===== config.mk =====
export PLATFORM = sky130hd
export DESIGN_NAME = pattern_sequencer
export DESIGN_NICKNAME = d
export VERILOG_FILES = /design/src/rtl/pattern_pkg.sv /design/src/rtl/pattern_frame_decode.sv /design/src/rtl/pattern_sequencer.sv
export SDC_FILE = /design/constraint.sdc
export NUM_CORES = 1
export LEC_CHECK = 0
export CORE_MARGIN = 2
export CORE_UTILIZATION = 35
export DETAILED_ROUTE_END_ITERATION = 8
export PLACE_DENSITY_LB_ADDON = 0.25
export SLEW_MARGIN = 0
export SYNTH_ARGS = -nofsm -noshare
export SYNTH_HDL_FRONTEND = slang
export SYNTH_SLANG_ARGS = --single-unit
export TNS_END_PERCENT = 50

===== constraint.sdc =====
create_clock -name clk_1HZ -period 3.2 [get_ports clk_1HZ]
set_input_delay 0.64 -clock clk_1HZ [delete_from_list [all_inputs] [get_ports clk_1HZ]]
set_output_delay 0.64 -clock clk_1HZ [all_outputs]
set_load 0.005 [all_outputs]

===== src/rtl/pattern_pkg.sv =====
// pattern_pkg: shared segment glyphs, mode encodings and frame-0 helper
package pattern_pkg;
  localparam logic [7:0] SEG_UP   = 8'b00111001;
  localparam logic [7:0] SEG_DOWN = 8'b11000101;
  localparam logic [7:0] SEG_OFF  = 8'b11111111;
  localparam logic [7:0] SEG_ALL  = 8'b00000000;
  typedef enum logic [1:0] {
    MODE_BOUNCE = 2'd0,
    MODE_CHASE  = 2'd1,
    MODE_FILL   = 2'd2,
    MODE_BLINK  = 2'd3
  } mode_t;
  // True when (pos, phase, level) is the first frame of mode m's sequence.
  function automatic logic is_frame0(mode_t m, logic [1:0] p, logic ph, logic [2:0] l);
    return m == MODE_FILL  ? l == 3'd0 :
           m == MODE_CHASE ? p == 2'd0 :
           m == MODE_BLINK ? !ph : (p == 2'd0 && !ph);
  endfunction
endpackage


===== src/rtl/pattern_frame_decode.sv =====
// pattern_frame_decode: combinational (mode, pos, phase, level) -> four segment bytes
//   mode         : active pattern
//   pos, phase   : lit digit position and up/down glyph select
//   level        : FILL count of lit digits from digit0 upward
//   digit0..3    : active-low segment bytes
module pattern_frame_decode
  import pattern_pkg::*;
(
  input  mode_t       mode,
  input  logic [1:0]  pos,
  input  logic        phase,
  input  logic [2:0]  level,
  output logic [7:0]  digit0,
  output logic [7:0]  digit1,
  output logic [7:0]  digit2,
  output logic [7:0]  digit3
);
  logic [7:0] glyph;
  logic [7:0] seg [4];
  assign glyph = phase ? SEG_DOWN : SEG_UP;
  for (genvar i = 0; i < 4; i++) begin : g_seg
    localparam logic [1:0] IDX = 2'(i);
    assign seg[i] = mode == MODE_FILL  ? (level > 3'(i) ? SEG_ALL : SEG_OFF) :
                    mode == MODE_BLINK ? glyph :
                    pos != IDX         ? SEG_OFF :
                    mode == MODE_CHASE ? SEG_UP : glyph;
  end
  assign digit0 = seg[0];
  assign digit1 = seg[1];
  assign digit2 = seg[2];
  assign digit3 = seg[3];
endmodule


===== src/rtl/pattern_sequencer.sv =====
// pattern_sequencer: multi-mode animation sequencer, one frame per clk_1HZ tick
//   clk_1HZ     : frame clock
//   rst         : synchronous active-high reset
//   pause       : freeze state and outputs
//   mode        : 0=BOUNCE 1=CHASE 2=FILL 3=BLINK
//   digit0..3   : registered active-low segment bytes
//   frame_start : high for the tick that loads frame 0
module pattern_sequencer
  import pattern_pkg::*;
(
  input  logic       clk_1HZ,
  input  logic       rst,
  input  logic       pause,
  input  logic [1:0] mode,
  output logic [7:0] digit0,
  output logic [7:0] digit1,
  output logic [7:0] digit2,
  output logic [7:0] digit3,
  output logic       frame_start
);
  mode_t      mode_q, n_mode;
  logic [1:0] pos, n_pos;
  logic       phase, n_phase;
  logic [2:0] level, n_level;
  // Clear after reset: the first tick only lands on frame 0 instead of advancing.
  logic       primed;
  logic [7:0] d0, d1, d2, d3;
  always_comb begin
    n_mode  = mode_q;
    n_pos   = pos;
    n_phase = phase;
    n_level = level;
    if (!primed || mode_t'(mode) != mode_q) begin
      n_mode  = mode_t'(mode);
      n_pos   = 2'd0;
      n_phase = 1'b0;
      n_level = 3'd0;
    end else begin
      case (mode_q)
        MODE_BOUNCE: begin
          // Turn around at either end: flip phase and keep pos for one frame.
          n_phase = phase ? pos != 2'd0 : pos == 2'd3;
          n_pos   = (phase ? pos == 2'd0 : pos == 2'd3) ? pos :
                    phase ? pos - 2'd1 : pos + 2'd1;
        end
        MODE_CHASE: begin
          n_pos   = pos + 2'd1;
          n_phase = 1'b0;
        end
        MODE_FILL:  n_level = level >= 3'd4 ? 3'd0 : level + 3'd1;
        default:    n_phase = !phase;
      endcase
    end
  end
  // Decode from the next state so the display matches the state loaded this edge.
  pattern_frame_decode u_decode (
    .mode   (n_mode),
    .pos    (n_pos),
    .phase  (n_phase),
    .level  (n_level),
    .digit0 (d0),
    .digit1 (d1),
    .digit2 (d2),
    .digit3 (d3)
  );
  always_ff @(posedge clk_1HZ) begin
    if (rst) begin
      mode_q      <= MODE_BOUNCE;
      pos         <= 2'd0;
      phase       <= 1'b0;
      level       <= 3'd0;
      primed      <= 1'b0;
      digit0      <= SEG_OFF;
      digit1      <= SEG_OFF;
      digit2      <= SEG_OFF;
      digit3      <= SEG_OFF;
      frame_start <= 1'b0;
    end else if (pause) begin
      frame_start <= 1'b0;
    end else begin
      mode_q      <= n_mode;
      pos         <= n_pos;
      phase       <= n_phase;
      level       <= n_level;
      primed      <= 1'b1;
      digit0      <= d0;
      digit1      <= d1;
      digit2      <= d2;
      digit3      <= d3;
      frame_start <= is_frame0(n_mode, n_pos, n_phase, n_level);
    end
  end
endmodule


# [Word level (Yosys, flattened, before mapping)]
# Cells that the tools add are included.
[op_classes] n_addsub=3 magnitude_cmp=5 n_eq_ne=10 mux=33 n_reduce_logical=12
[ops] op="$mux W8" count=18
[ops] op="$mux W3" count=3
[ops] op="$eq A2 B2 Y1 const B" count=4
[ops] op="$mux W2" count=4
[ops] op="$gt A3 B1 Y1 const B" count=2
[ops] op="$gt A3 B2 Y1 const B" count=2
[ops] op="$logic_not A2 Y1" count=3
[ops] op="$mux W1" count=6
[ops] op="$eq A2 B1 Y1 const B" count=2
[ops] op="$ne A2 B2 Y1 const B" count=2
[ops] op="$pmux W2 S2" count=1
[ops] op="$reduce_bool A2 Y1" count=2
[ops] op="$add A3 B1 Y3 const B" count=1
[ops] op="$ge A3 B3 Y1 const B" count=1
[ops] op="$logic_not A1 Y1" count=3
[ops] op="$logic_not A3 Y1" count=1
[ops] op="$pmux W1 S3" count=1
[ops] op="$add A2 B1 Y2 const B" count=1
[ops] op="$ne A2 B1 Y1 const B" count=1
[ops] op="$ne A2 B2 Y1" count=1
[ops] op="$reduce_or A2 Y1" count=1
[ops] op="$sub A2 B1 Y2 const B" count=1
[ops] op="$logic_and A1 B1 Y1" count=1
[ops] op="$logic_or A1 B1 Y1" count=1
[totals] register_bits=42 out_inout_bits=33 wordCells=73

# [Longest topological paths before layout]
[logic_depth] depth_word=10 ltp_mapped=8 ltp_nobuf=7

# [Modules after synthesis]
# Synthesis repeated with hierarchy kept, for this count alone.
[unflattened] cells_unflattened=265 area_unflattened_um2=2326.0
[by_module_without_submodules] module="pattern_sequencer" instances=1 cells_each=200 area_each_um2=1940.6 seq_area_each_um2=840.8
[by_module_without_submodules] module="pattern_frame_decode" instances=1 cells_each=65 area_each_um2=385.4 seq_area_each_um2=0.0

# [Least setup slack after synthesis]
# No wires, ideal clock.
[synth_timing] path_type="input port to flip-flop" from="in mode[1]" to="reg digit2[5]" setup_time_ns=0.124 arrival_time_ns=1.995 required_ns=3.076 path_slack_ns=1.080 stages=7 path_cell_list="buf_6 > xnor2_2 > nand3_4 > or4_1 > buf_2 > a221oi_2 > o21ai_1"
[synth_between] elab_chain_len=8
[synth_rtl] element="from (decl)" line="pattern_sequencer.sv:14" source="input logic [1:0] mode,"
[synth_rtl] element="$ne A2 B2 Y1" line="pattern_sequencer.sv:33" source="if (!primed || mode_t'(mode) != mode_q) begin"
[synth_rtl] element="$logic_or A1 B1 Y1" line="pattern_sequencer.sv:33"
[synth_rtl] element="$mux W2 or $mux W1 (tied branches)" line="pattern_sequencer.sv:33"
[synth_rtl] element="$eq A2 B1 Y1 or $mux W8 (tied branches)" line="pattern_frame_decode.sv:26, pattern_frame_decode.sv:20"
[synth_rtl] element="$mux W8" line="pattern_frame_decode.sv:26" source="mode == MODE_CHASE ? SEG_UP : glyph;"
[synth_rtl] element="$mux W8" line="pattern_frame_decode.sv:25" source="pos != IDX ? SEG_OFF :"
[synth_rtl] element="$mux W8" line="pattern_frame_decode.sv:24" source="mode == MODE_BLINK ? glyph :"
[synth_rtl] element="$mux W8 (*)" line="pattern_frame_decode.sv:23" source="assign seg[i] = mode == MODE_FILL ? (level > 3'(i) ? SEG_ALL : SEG_OFF) :"
[synth_rtl] element="to (signal assigned)" line="pattern_sequencer.sv:75" source="digit2 <= SEG_OFF;"
[synth_rtl] element="to (signal assigned)" line="pattern_sequencer.sv:88" source="digit2 <= d2;"
[synth_rtl] element="to (decl)" line="pattern_sequencer.sv:17" source="output logic [7:0] digit2,"
# Every way passes the cells marked *; elsewhere a longest branch is shown, timed or not.
# A chain may end at the register's enable or synchronous reset.

# [Final worst setup path]
[layout_timing] from="in mode[0]" to="reg digit2[5]"
# The elaborated chain is that of the path after synthesis.

==> flow_summary.yaml <==
power_and_ir_drop:
  switching_share: 0.258
  internal_power_mw: 0.521
  p_comb_frac: 0.193
  clock_power_share: 0.302
  total_power_mw: 0.702
  peakVddDrop_mv: 0.213
  seq_power_share: 0.506
  p_leak_nw: 0.699
  switchingPower_mw: 0.181
  p_per_area_nw_per_um2: 368
sta:
  slew_viol_final: 0
  fin_tns_setup_ns: 0
  hold_slack_ns: 0.477
  setup_viol: 0
  worstMarginPinSlew_ns: 0.495
  clock_skew_ns: 0.00196
  rsz0062_at_grt: "false"
  finalCritPeriodShare: 0.800
  fmax_mhz: 391
  slew_headroom: 0.669
  hold_viol: 0
  finalCriticalPeriod_ns: 2.56
synthesis:
  synthTopCellsByCount: "dfxtp_1, buf_4, nand2_1, a21oi_1, nor2_1"
  syn_inst: 187
  yosysTopAreaCellShare: 0.327
  synth_nets: 196
  ys_warn_count: 0
  synthArstFlopShare: 0
  synthFlopType: "dfxtp_1"
  synth_area_leaders: "dfxtp_1, buf_4, a21oi_1"
  synth_most_common_cell: "dfxtp_1"
  syn_avg_cell_area_sq_um: 8.52
  synth-seq-area-share: 0.327
  syn_area_sq_um: 1590
  netlist-cell-type-count: 55
  synth-seq-cells: 26
  yosysTopAreaCell: "dfxtp_1"
  synth_edf_count: 0
die:
  die_area_sq_um: 5110
  ios: 38
  core-area_sq_um: 4380
  initial_utilization: 0.363
  die_h_um: 71.5
  num_rows: 24
  fp.dieW_um: 71.5
critical_path:
  path_cells: "clkdlybuf4s50_1, xnor2_4, nand3_4, or4_1, a221oi_2, o21ai_1"
  crit_path_max_incr_delay_ns: 0.71
  arrival_ns: 2.72
  path_max_fanout: 10
  critPathRequiredTime_ns: 3.36
  critPathCaptureType: "flop"
  crit_slowest_cell: "or4_1"
  start_kind: "input pin"
  critical_path_class: "input pin to flop"
finish:
  final_area_sq_um: 1910
  n_antenna_cell: 0
  area_delta_synth_final_pct: 19.9
  fillers: 456
  nNetsFinal: 211
  final_layout_size_suffix_gt1_frac: 0.0746
drt:
  vias: 1388
  wl_um: 3640
  first_iter_violations: 86
  wl_per_cell_um: 14.4
  ant_nets: 0
  route.detailed.drc: 0
  routed_via_density: 5.49
  first_pass_iters: 4
cts:
  cts_setup_buffers: 0
  htree_levels: 1
  cts_buffers: 3
  clk_latency_ns: 0.27
  clockRootBuffer: "clkbuf_8"
  cts.path.max_buffers: 2
  post_cts_resized: 0
  cts_tree: "built"
  clkTransAtPathRegs_ns: 0.09
  clock_sinks: 26
  hold_buffers: 0
flow_run:
  maxCapViolations: 0
status:
  status: "completed"
global_route:
  grt_max_degree: 22
  grt_pass1_vias: 1275
  grt_usage: 0.153
  grt_antenna_before_repair: 0
  grt_pass1_wl_um: 6340
  overflow: 0
placed_design:
  port_buffers: 37
  dpl.hpwl_um: 2750
  placedInstanceArea_sq_um: 1850
  finalWeightedCongestion: 0.859
hold_path:
  worstHoldPathType: "flop to flop"
[cells by family (layout without fill, tap and decap cells)]
| logic type | count (synthesis) | after routing | share of synthesized area |
|---|---|---|---|
| AOI/OAI and AO/OA | 50 | 50 | 0.225 |
| xor gates and xnor gates | 4 | 4 | 0.0385 |
| adders and majority gates | 4 | 4 | 0.0314 |
| buffers and inverters | 40 | 54 | 0.145 |
| DFF | 26 | 26 | 0.327 |
| muxes | 7 | 7 | 0.0448 |
| and+or+nand+nor | 56 | 56 | 0.189 |
[layout make-up]
cell class | instances | area [sq um] | share of cell area
multi-input combinational | 121 | 842 | 0.441
sequential | 26 | 520 | 0.273
timing repair buffer | 39 | 385 | 0.202
tap | 52 | 65.1 | 0.0341
clock buffer | 4 | 55.1 | 0.0288
inverter | 11 | 41.3 | 0.0216
[registers in the layout, indices dropped and copies added (netlist names)]
name         flops
primed           1
digit1           4
mode_q           2
level            3
digit2           4
phase            1
pos              2
frame_start      1
digit0           4
digit3           4
[layout by cell type (no fill, tap or decap), types with 2 or more instances in the layout]
| cell | synthesis | routed |
|---|---|---|
| o21ai_0 | 5 | 5 |
| o31ai_1 | 2 | 2 |
| clkdlybuf4s50_1 | 0 | 37 |
| xnor2_1 | 2 | 2 |
| mux2i_1 | 6 | 6 |
| nand2_1 | 16 | 16 |
| a21oi_1 | 12 | 12 |
| a221oi_2 | 2 | 2 |
| nor2b_1 | 4 | 4 |
| a211o_1 | 3 | 3 |
| and3_1 | 2 | 2 |
| inv_1 | 10 | 10 |
| a31oi_1 | 3 | 3 |
| nand3_1 | 4 | 4 |
| o211ai_1 | 2 | 2 |
| o21bai_1 | 2 | 2 |
| ha_1 | 4 | 4 |
| a41oi_1 | 3 | 3 |
| clkbuf_8 | 0 | 4 |
| nor3b_1 | 2 | 2 |
| and2_1 | 2 | 2 |
| buf_4 | 16 | 2 |
| o21ai_1 | 3 | 3 |
| nor2_1 | 12 | 12 |
| nor3_1 | 4 | 4 |
| dfxtp_1 | 26 | 26 |
[power by group through the flow]
stage	logic (mW)	registers (mW)	clock network, mW
finish	0.135	0.355	0.212
global route	0.148	0.359	0.237
CTS	0.136	0.356	0.220
detailed placement	0.135	0.363	0
global placement	0.136	0.363	0
floorplan	0.0889	0.358	0
[critical path: cells and delay by family]
kind	cells	cell delay (ns)
buffers and inverters	1	0.69
AND/OR/NAND/NOR	2	0.86
AO/OA/AOI/OAI	2	0.35
XOR/XNOR	1	0.17
[metrics by stage]
| step | worst slack [ns] | util | cells |
|---|---|---|---|
| after floorplan | 1.08 | - | 187 |
| final | 0.640 | 0.436 | 253 |
| after detailed placement | 0.343 | 0.423 | 249 |
| after CTS | 0.637 | 0.436 | 253 |
| after global placement | 0.391 | 0.423 | 249 |
| after global routing | 0.552 | 0.436 | 253 |
[layer usage]
metal  up-vias  track usage  part of all wire
met5         -            0                 0
met4         0       0.0335            0.0066
met3         2       0.0352             0.066
met2        45        0.239              0.46
met1       662        0.218              0.47
li1        679            -                 -
[final timing paths]
path	start	to	slack [ns]	cells after the start
max	mode[0]	digit2[5]	0.64	6
min	digit3[1]	digit3[1]	0.48	2
max reg2reg	mode_q[1]	digit1[6]	1.08	5
min reg2reg	digit3[1]	digit3[1]	0.48	2
Power figures use the tool's default switching activity.
